<file path="config.mk">
export PLATFORM = sky130hd
export DESIGN_NAME = tdm_demux4_flat
export DESIGN_NICKNAME = d
export VERILOG_FILES = /design/src/rtl/tdm_demux4_if.sv /design/src/rtl/tdm_demux4.sv /design/src/flat_wrapper.sv
export SDC_FILE = /design/constraint.sdc
export NUM_CORES = 1
export LEC_CHECK = 0
export ABC_AREA = 1
export CAP_MARGIN = 20
export CORE_AREA = 2 2 88 90
export DETAILED_ROUTE_END_ITERATION = 10
export DIE_AREA = 0 0 90 92
export GPL_TIMING_DRIVEN = 0
export PLACE_DENSITY = 0.54
export SLEW_MARGIN = 0
export SYNTH_ARGS = -nofsm -noshare
export SYNTH_HDL_FRONTEND = slang
export SYNTH_SLANG_ARGS = --single-unit
</file>
<file path="constraint.sdc">
create_clock -name clk -period 3.6 [get_ports clk]
set_input_delay 0.72 -clock clk [delete_from_list [all_inputs] [get_ports clk]]
set_output_delay 0.72 -clock clk [all_outputs]
set_load 0.03 [all_outputs]
</file>
<file path="src/rtl/tdm_demux4_if.sv">
// Bus bundle for the 4-slot TDM demultiplexer: sample stream in, frame and status out.
interface tdm_demux4_if #(
  parameter int WIDTH = 8
);
  logic [WIDTH-1:0] din;
  logic             din_valid;
  logic             frame_sync;
  logic [WIDTH-1:0] a;
  logic [WIDTH-1:0] b;
  logic [WIDTH-1:0] c;
  logic [WIDTH-1:0] d;
  logic             frame_valid;
  logic             s1;
  logic             s0;
  logic             locked;
  logic             sync_err;

  modport master (
    output din, din_valid, frame_sync,
    input  a, b, c, d, frame_valid, s1, s0, locked, sync_err
  );

  modport slave (
    input  din, din_valid, frame_sync,
    output a, b, c, d, frame_valid, s1, s0, locked, sync_err
  );
endinterface

</file>
<file path="src/rtl/tdm_demux4.sv">
// 4-slot TDM demultiplexer: hunts for frame_sync, collects a frame into shadow
// registers and publishes all four slots together on frame completion.
module tdm_demux4 #(
  parameter int WIDTH = 8
) (
  input  logic          clk,
  input  logic          rst_n,
  tdm_demux4_if.slave   bus
);

  typedef enum logic [0:0] {
    HUNT   = 1'b0,
    LOCKED = 1'b1
  } state_e;

  state_e           state_r, state_nxt_s;
  logic [1:0]       slot_r, slot_nxt_s;
  logic [WIDTH-1:0] sh0_r, sh1_r, sh2_r;
  logic [WIDTH-1:0] sh0_nxt_s, sh1_nxt_s, sh2_nxt_s;
  logic [WIDTH-1:0] a_r, b_r, c_r, d_r;
  logic [WIDTH-1:0] a_nxt_s, b_nxt_s, c_nxt_s, d_nxt_s;
  logic             fv_r, fv_nxt_s;
  logic             se_r, se_nxt_s;
  logic             locked_r;

  // Next-state, shadow capture and frame publish decisions for each beat.
  always_comb begin
    state_nxt_s = state_r;
    slot_nxt_s  = slot_r;
    sh0_nxt_s   = sh0_r;
    sh1_nxt_s   = sh1_r;
    sh2_nxt_s   = sh2_r;
    a_nxt_s     = a_r;
    b_nxt_s     = b_r;
    c_nxt_s     = c_r;
    d_nxt_s     = d_r;
    fv_nxt_s    = 1'b0;
    se_nxt_s    = 1'b0;
    if (bus.din_valid) begin
      case (state_r)
        HUNT: begin
          if (bus.frame_sync) begin
            sh0_nxt_s   = bus.din;
            slot_nxt_s  = 2'd1;
            state_nxt_s = LOCKED;
          end else begin
            slot_nxt_s  = 2'd0;
          end
        end
        LOCKED: begin
          if (bus.frame_sync) begin
            // A sync mid-frame restarts the frame; the stale partial is simply overwritten.
            sh0_nxt_s  = bus.din;
            slot_nxt_s = 2'd1;
            se_nxt_s   = (slot_r != 2'd0);
          end else if (slot_r == 2'd0) begin
            se_nxt_s    = 1'b1;
            slot_nxt_s  = 2'd0;
            state_nxt_s = HUNT;
          end else if (slot_r == 2'd3) begin
            a_nxt_s    = sh0_r;
            b_nxt_s    = sh1_r;
            c_nxt_s    = sh2_r;
            d_nxt_s    = bus.din;
            slot_nxt_s = 2'd0;
            fv_nxt_s   = 1'b1;
          end else begin
            case (slot_r)
              2'd1:    sh1_nxt_s = bus.din;
              2'd2:    sh2_nxt_s = bus.din;
              default: sh0_nxt_s = sh0_r;
            endcase
            slot_nxt_s = slot_r + 2'd1;
          end
        end
        default: begin
          state_nxt_s = HUNT;
          slot_nxt_s  = 2'd0;
        end
      endcase
    end else begin
      state_nxt_s = state_r;
    end
  end

  // State, shadow and output registers with asynchronous clear.
  always_ff @(posedge clk or negedge rst_n) begin
    if (!rst_n) begin
      state_r  <= HUNT;
      slot_r   <= 2'd0;
      sh0_r    <= '0;
      sh1_r    <= '0;
      sh2_r    <= '0;
      a_r      <= '0;
      b_r      <= '0;
      c_r      <= '0;
      d_r      <= '0;
      fv_r     <= 1'b0;
      se_r     <= 1'b0;
      locked_r <= 1'b0;
    end else begin
      state_r  <= state_nxt_s;
      slot_r   <= slot_nxt_s;
      sh0_r    <= sh0_nxt_s;
      sh1_r    <= sh1_nxt_s;
      sh2_r    <= sh2_nxt_s;
      a_r      <= a_nxt_s;
      b_r      <= b_nxt_s;
      c_r      <= c_nxt_s;
      d_r      <= d_nxt_s;
      fv_r     <= fv_nxt_s;
      se_r     <= se_nxt_s;
      locked_r <= (state_nxt_s == LOCKED);
    end
  end

  assign bus.a           = a_r;
  assign bus.b           = b_r;
  assign bus.c           = c_r;
  assign bus.d           = d_r;
  assign bus.frame_valid = fv_r;
  assign bus.sync_err    = se_r;
  assign bus.locked      = locked_r;
  assign bus.s1          = slot_r[1];
  assign bus.s0          = slot_r[0];

endmodule

</file>
<file path="src/flat_wrapper.sv">
// flat-port wrapper written by rule: the top's interface ports become plain ports
module tdm_demux4_flat 
#(
  parameter int WIDTH = 8
)
  (clk, rst_n, bus_din, bus_din_valid, bus_frame_sync, bus_a, bus_b, bus_c, bus_d, bus_frame_valid, bus_s1, bus_s0, bus_locked, bus_sync_err);
  tdm_demux4_if #(.WIDTH(WIDTH)) bus_i ();
  input  logic clk;
  input  logic rst_n;
  input wire logic [$bits(bus_i.din)-1:0] bus_din;
  input wire logic [$bits(bus_i.din_valid)-1:0] bus_din_valid;
  input wire logic [$bits(bus_i.frame_sync)-1:0] bus_frame_sync;
  output wire logic [$bits(bus_i.a)-1:0] bus_a;
  output wire logic [$bits(bus_i.b)-1:0] bus_b;
  output wire logic [$bits(bus_i.c)-1:0] bus_c;
  output wire logic [$bits(bus_i.d)-1:0] bus_d;
  output wire logic [$bits(bus_i.frame_valid)-1:0] bus_frame_valid;
  output wire logic [$bits(bus_i.s1)-1:0] bus_s1;
  output wire logic [$bits(bus_i.s0)-1:0] bus_s0;
  output wire logic [$bits(bus_i.locked)-1:0] bus_locked;
  output wire logic [$bits(bus_i.sync_err)-1:0] bus_sync_err;
  assign bus_i.din = bus_din;
  assign bus_i.din_valid = bus_din_valid;
  assign bus_i.frame_sync = bus_frame_sync;
  assign bus_a = bus_i.a;
  assign bus_b = bus_i.b;
  assign bus_c = bus_i.c;
  assign bus_d = bus_i.d;
  assign bus_frame_valid = bus_i.frame_valid;
  assign bus_s1 = bus_i.s1;
  assign bus_s0 = bus_i.s0;
  assign bus_locked = bus_i.locked;
  assign bus_sync_err = bus_i.sync_err;
  tdm_demux4 #(.WIDTH(WIDTH)) u_core (.clk(clk), .rst_n(rst_n), .bus(bus_i));
endmodule
</file>
==> reports/summary.txt <==
total CTS buffers -> 9
CTS Root Cell -> clkbuf_8
dominant synthesized flop cell -> dfrtp_1
slew of the pin with the lowest slew margin -> 0.769 ns
HPWL after DPL -> 3.90 mm
Boundary Pins -> 49
Power Dens Cells -> 638 mW/mm^2
Crit path max-delay family -> buffers and inverters
Worst setup SP type -> flip-flop
Warnings, synthesis -> 0
CP Cell Sequence -> clkdlybuf4s50_1
dpl cell area -> 0.00311 sq mm
number of synthesized flops with an enable pin -> 0
post-CTS setup buffers -> 0
Pre-antenna DRT Iters -> 4
Reg area -> 0.00153 sq mm
WL final -> 5.89 mm
post-DR wirelength/cell -> 13.3 um
final setup fails -> 0
clk sink count -> 61
Area Growth Syn to Fin -> 31.2%
WP buf/inv -> 1
die height -> 92 um
final slew viol count -> 0
fill count -> 781
1st-iter DRT viols -> 116
Post-Layout Inst Area -> 0.00329 sq mm
critical path capture point type -> primary output
synth top area cells -> dfrtp_1 (61%), nand2_1 (21%), o21ai_0 (6.4%)
RSZ-0062 raised after global routing -> no
fmax -> 452 MHz
CORE AREA -> 0.00745 sq mm
outcome -> completed
gr ovfl total -> 0
post-route ant nets -> 0
fin cells -> 441
Rows -> 32
vias -> 1943
CTS tree -> done
die width -> 90 um
clk slew on worst S/H paths -> 0.07 ns
Post-layout nets -> 353
Antenna diodes -> 0
worst vdd ir -> 0.198 mV
Hold Vio Cnt, Final -> 0
cts hold-fix bufs -> 0
Synth Net Count -> 294
Yosys top cell area share -> 0.609
DIE AREA -> 0.00828 sq mm
footprint of the multi-input gates -> 890 sq um
synth unique cells -> 18
first-pass GRT wire length -> 9.76 mm
worst skew pair latency -> 0.34 ns
WP data required -> 2.88 ns
Port Buf Inserts -> 48
CTS H-tree lvls -> 3
Slew HR -> 0.487
register area share after synthesis -> 0.609
most frequent cell after synthesis -> nand2_1
Slowest-stage cell, CP -> clkdlybuf4s50_1
syn_area_per_cell -> 9.12 sq um
P_leak -> 1.68 nW
antenna violations before repair -> 0
post-synth top area cell -> dfrtp_1
crit path time final -> 2.21 ns
vias in the first global route -> 1883
Initial Util -> 0.337
drt drc -> 0
synthesized area -> 0.00251 sq mm
worst min path class -> input pin to asynchronous set/reset pin
Final Wtd Congestion -> 0.763
top cells by count, synth -> nand2_1 (143), dfrtp_1 (61), o21ai_0 (32), ha_1 (7), inv_1 (7)
Worst Path Max Fanout -> 5
number of instances in the placed design -> 425
Seq cells post-synth -> 61
via/cell ratio -> 4.41
WP data arrival -> 1.49 ns
GRT Overall Usage -> 0.154
fraction of registers with async set/reset -> 1.00
max incr delay on CP -> 0.71 ns
Mapped Cells -> 275
pin count of the biggest net entering global routing -> 62
Max-Cap Viols -> 0
clock buffer depth -> 2
final worst-path cycle share -> 0.614
Crit Path Class -> flip-flop to primary output
Fin Clk Skew -> 0.00697 ns
fraction of layout cells with a size suffix above 1 -> 0.0826
post-cts sizing count -> 0
==> logic make-up (layout without fill, tap and decap cells) <==
| kind of cell | after synthesis | count (layout) | synth area share |
|---|---|---|---|
| buffers and inverters | 18 | 82 | 0.0364 |
| adder cells (fa/ha/maj) | 7 | 7 | 0.0349 |
| AND/OR/NAND/NOR | 154 | 154 | 0.249 |
| flip-flops | 61 | 61 | 0.609 |
| AO/OA/AOI/OAI | 35 | 35 | 0.0709 |
==> sequential cells by signal (all words and copies together), names as in the netlist <==
register / flops
u_core.bus.a: 8
u_core.bus.c: 8
u_core.sh2_r: 8
u_core.bus.b: 8
u_core.state_r: 1
u_core.bus.d: 8
u_core.sh1_r: 8
u_core.bus.frame_valid: 1
u_core.bus.sync_err: 1
u_core.slot_r: 2
u_core.sh0_r: 8
==> metal layers <==
layer,up-vias,global-route usage,part of all wire
met5,-,0,0
met4,0,0.0615,0.015
met3,6,0.0419,0.038
met2,34,0.244,0.47
met1,922,0.201,0.47
li1,981,-,-
==> cell usage in the layout (no fill, tap or decap), types with 6 or more instances in the layout <==
master / n
clkbuf_1: 6
clkbuf_8: 11
clkdlybuf4s50_1: 47
dfrtp_1: 61
ha_1: 7
inv_1: 7
nand2_1: 143
o21ai_0: 32
==> final timing paths <==
path                                   from         endpoint  slack, ns  cells past startpoint
min in group clk            u_core.sh1_r[0]  u_core.sh1_r[0]       0.47                      2
max in group asynchronous             rst_n  u_core.bus.b[3]       2.64                      1
max                          u_core.state_r       bus_locked       1.39                      1
min reg2reg                 u_core.sh1_r[0]  u_core.sh1_r[0]       0.47                      2
max reg2reg                u_core.slot_r[0]  u_core.bus.a[4]       1.77                      8
min                                   rst_n  u_core.bus.a[5]       0.45                      1
==> power breakdown <==
group | leakage (nW) | internal (mW) | switching (mW)
Clock | 0.0921 | 0.284 | 0.261
Sequential | 0.809 | 0.858 | 0.0903
Combinational | 0.783 | 0.235 | 0.371
Total | 1.68 | 1.38 | 0.723
==> final cells by class <==
| class | count | area share |
|---|---|---|
| tap | 102 | 0.0388 |
| buffer | 9 | 0.0175 |
| inverter | 9 | 0.0103 |
| clock buffer | 12 | 0.0471 |
| clock inverter | 4 | 0.00684 |
| timing repair buffer | 48 | 0.145 |
| multi-input combinational | 196 | 0.270 |
| sequential | 61 | 0.464 |
==> metrics by stage <==
step	util	worst slack [ns]	hold slack, ns	TNS, ns	total power [mW]
2_1_floorplan	-	1.89	0.424	0	1.30
3_3_place_gp	0.418	-0.231	0.454	-13.93	1.57
3_5_place_dp	0.418	1.12	0.458	0	1.57
4_1_cts	0.442	1.36	0.474	0	2.13
5_1_grt	0.442	1.31	0.495	0	2.24
6_report	0.442	1.39	0.450	0	2.10
Note: power is estimated with default switching activity, not from simulation.
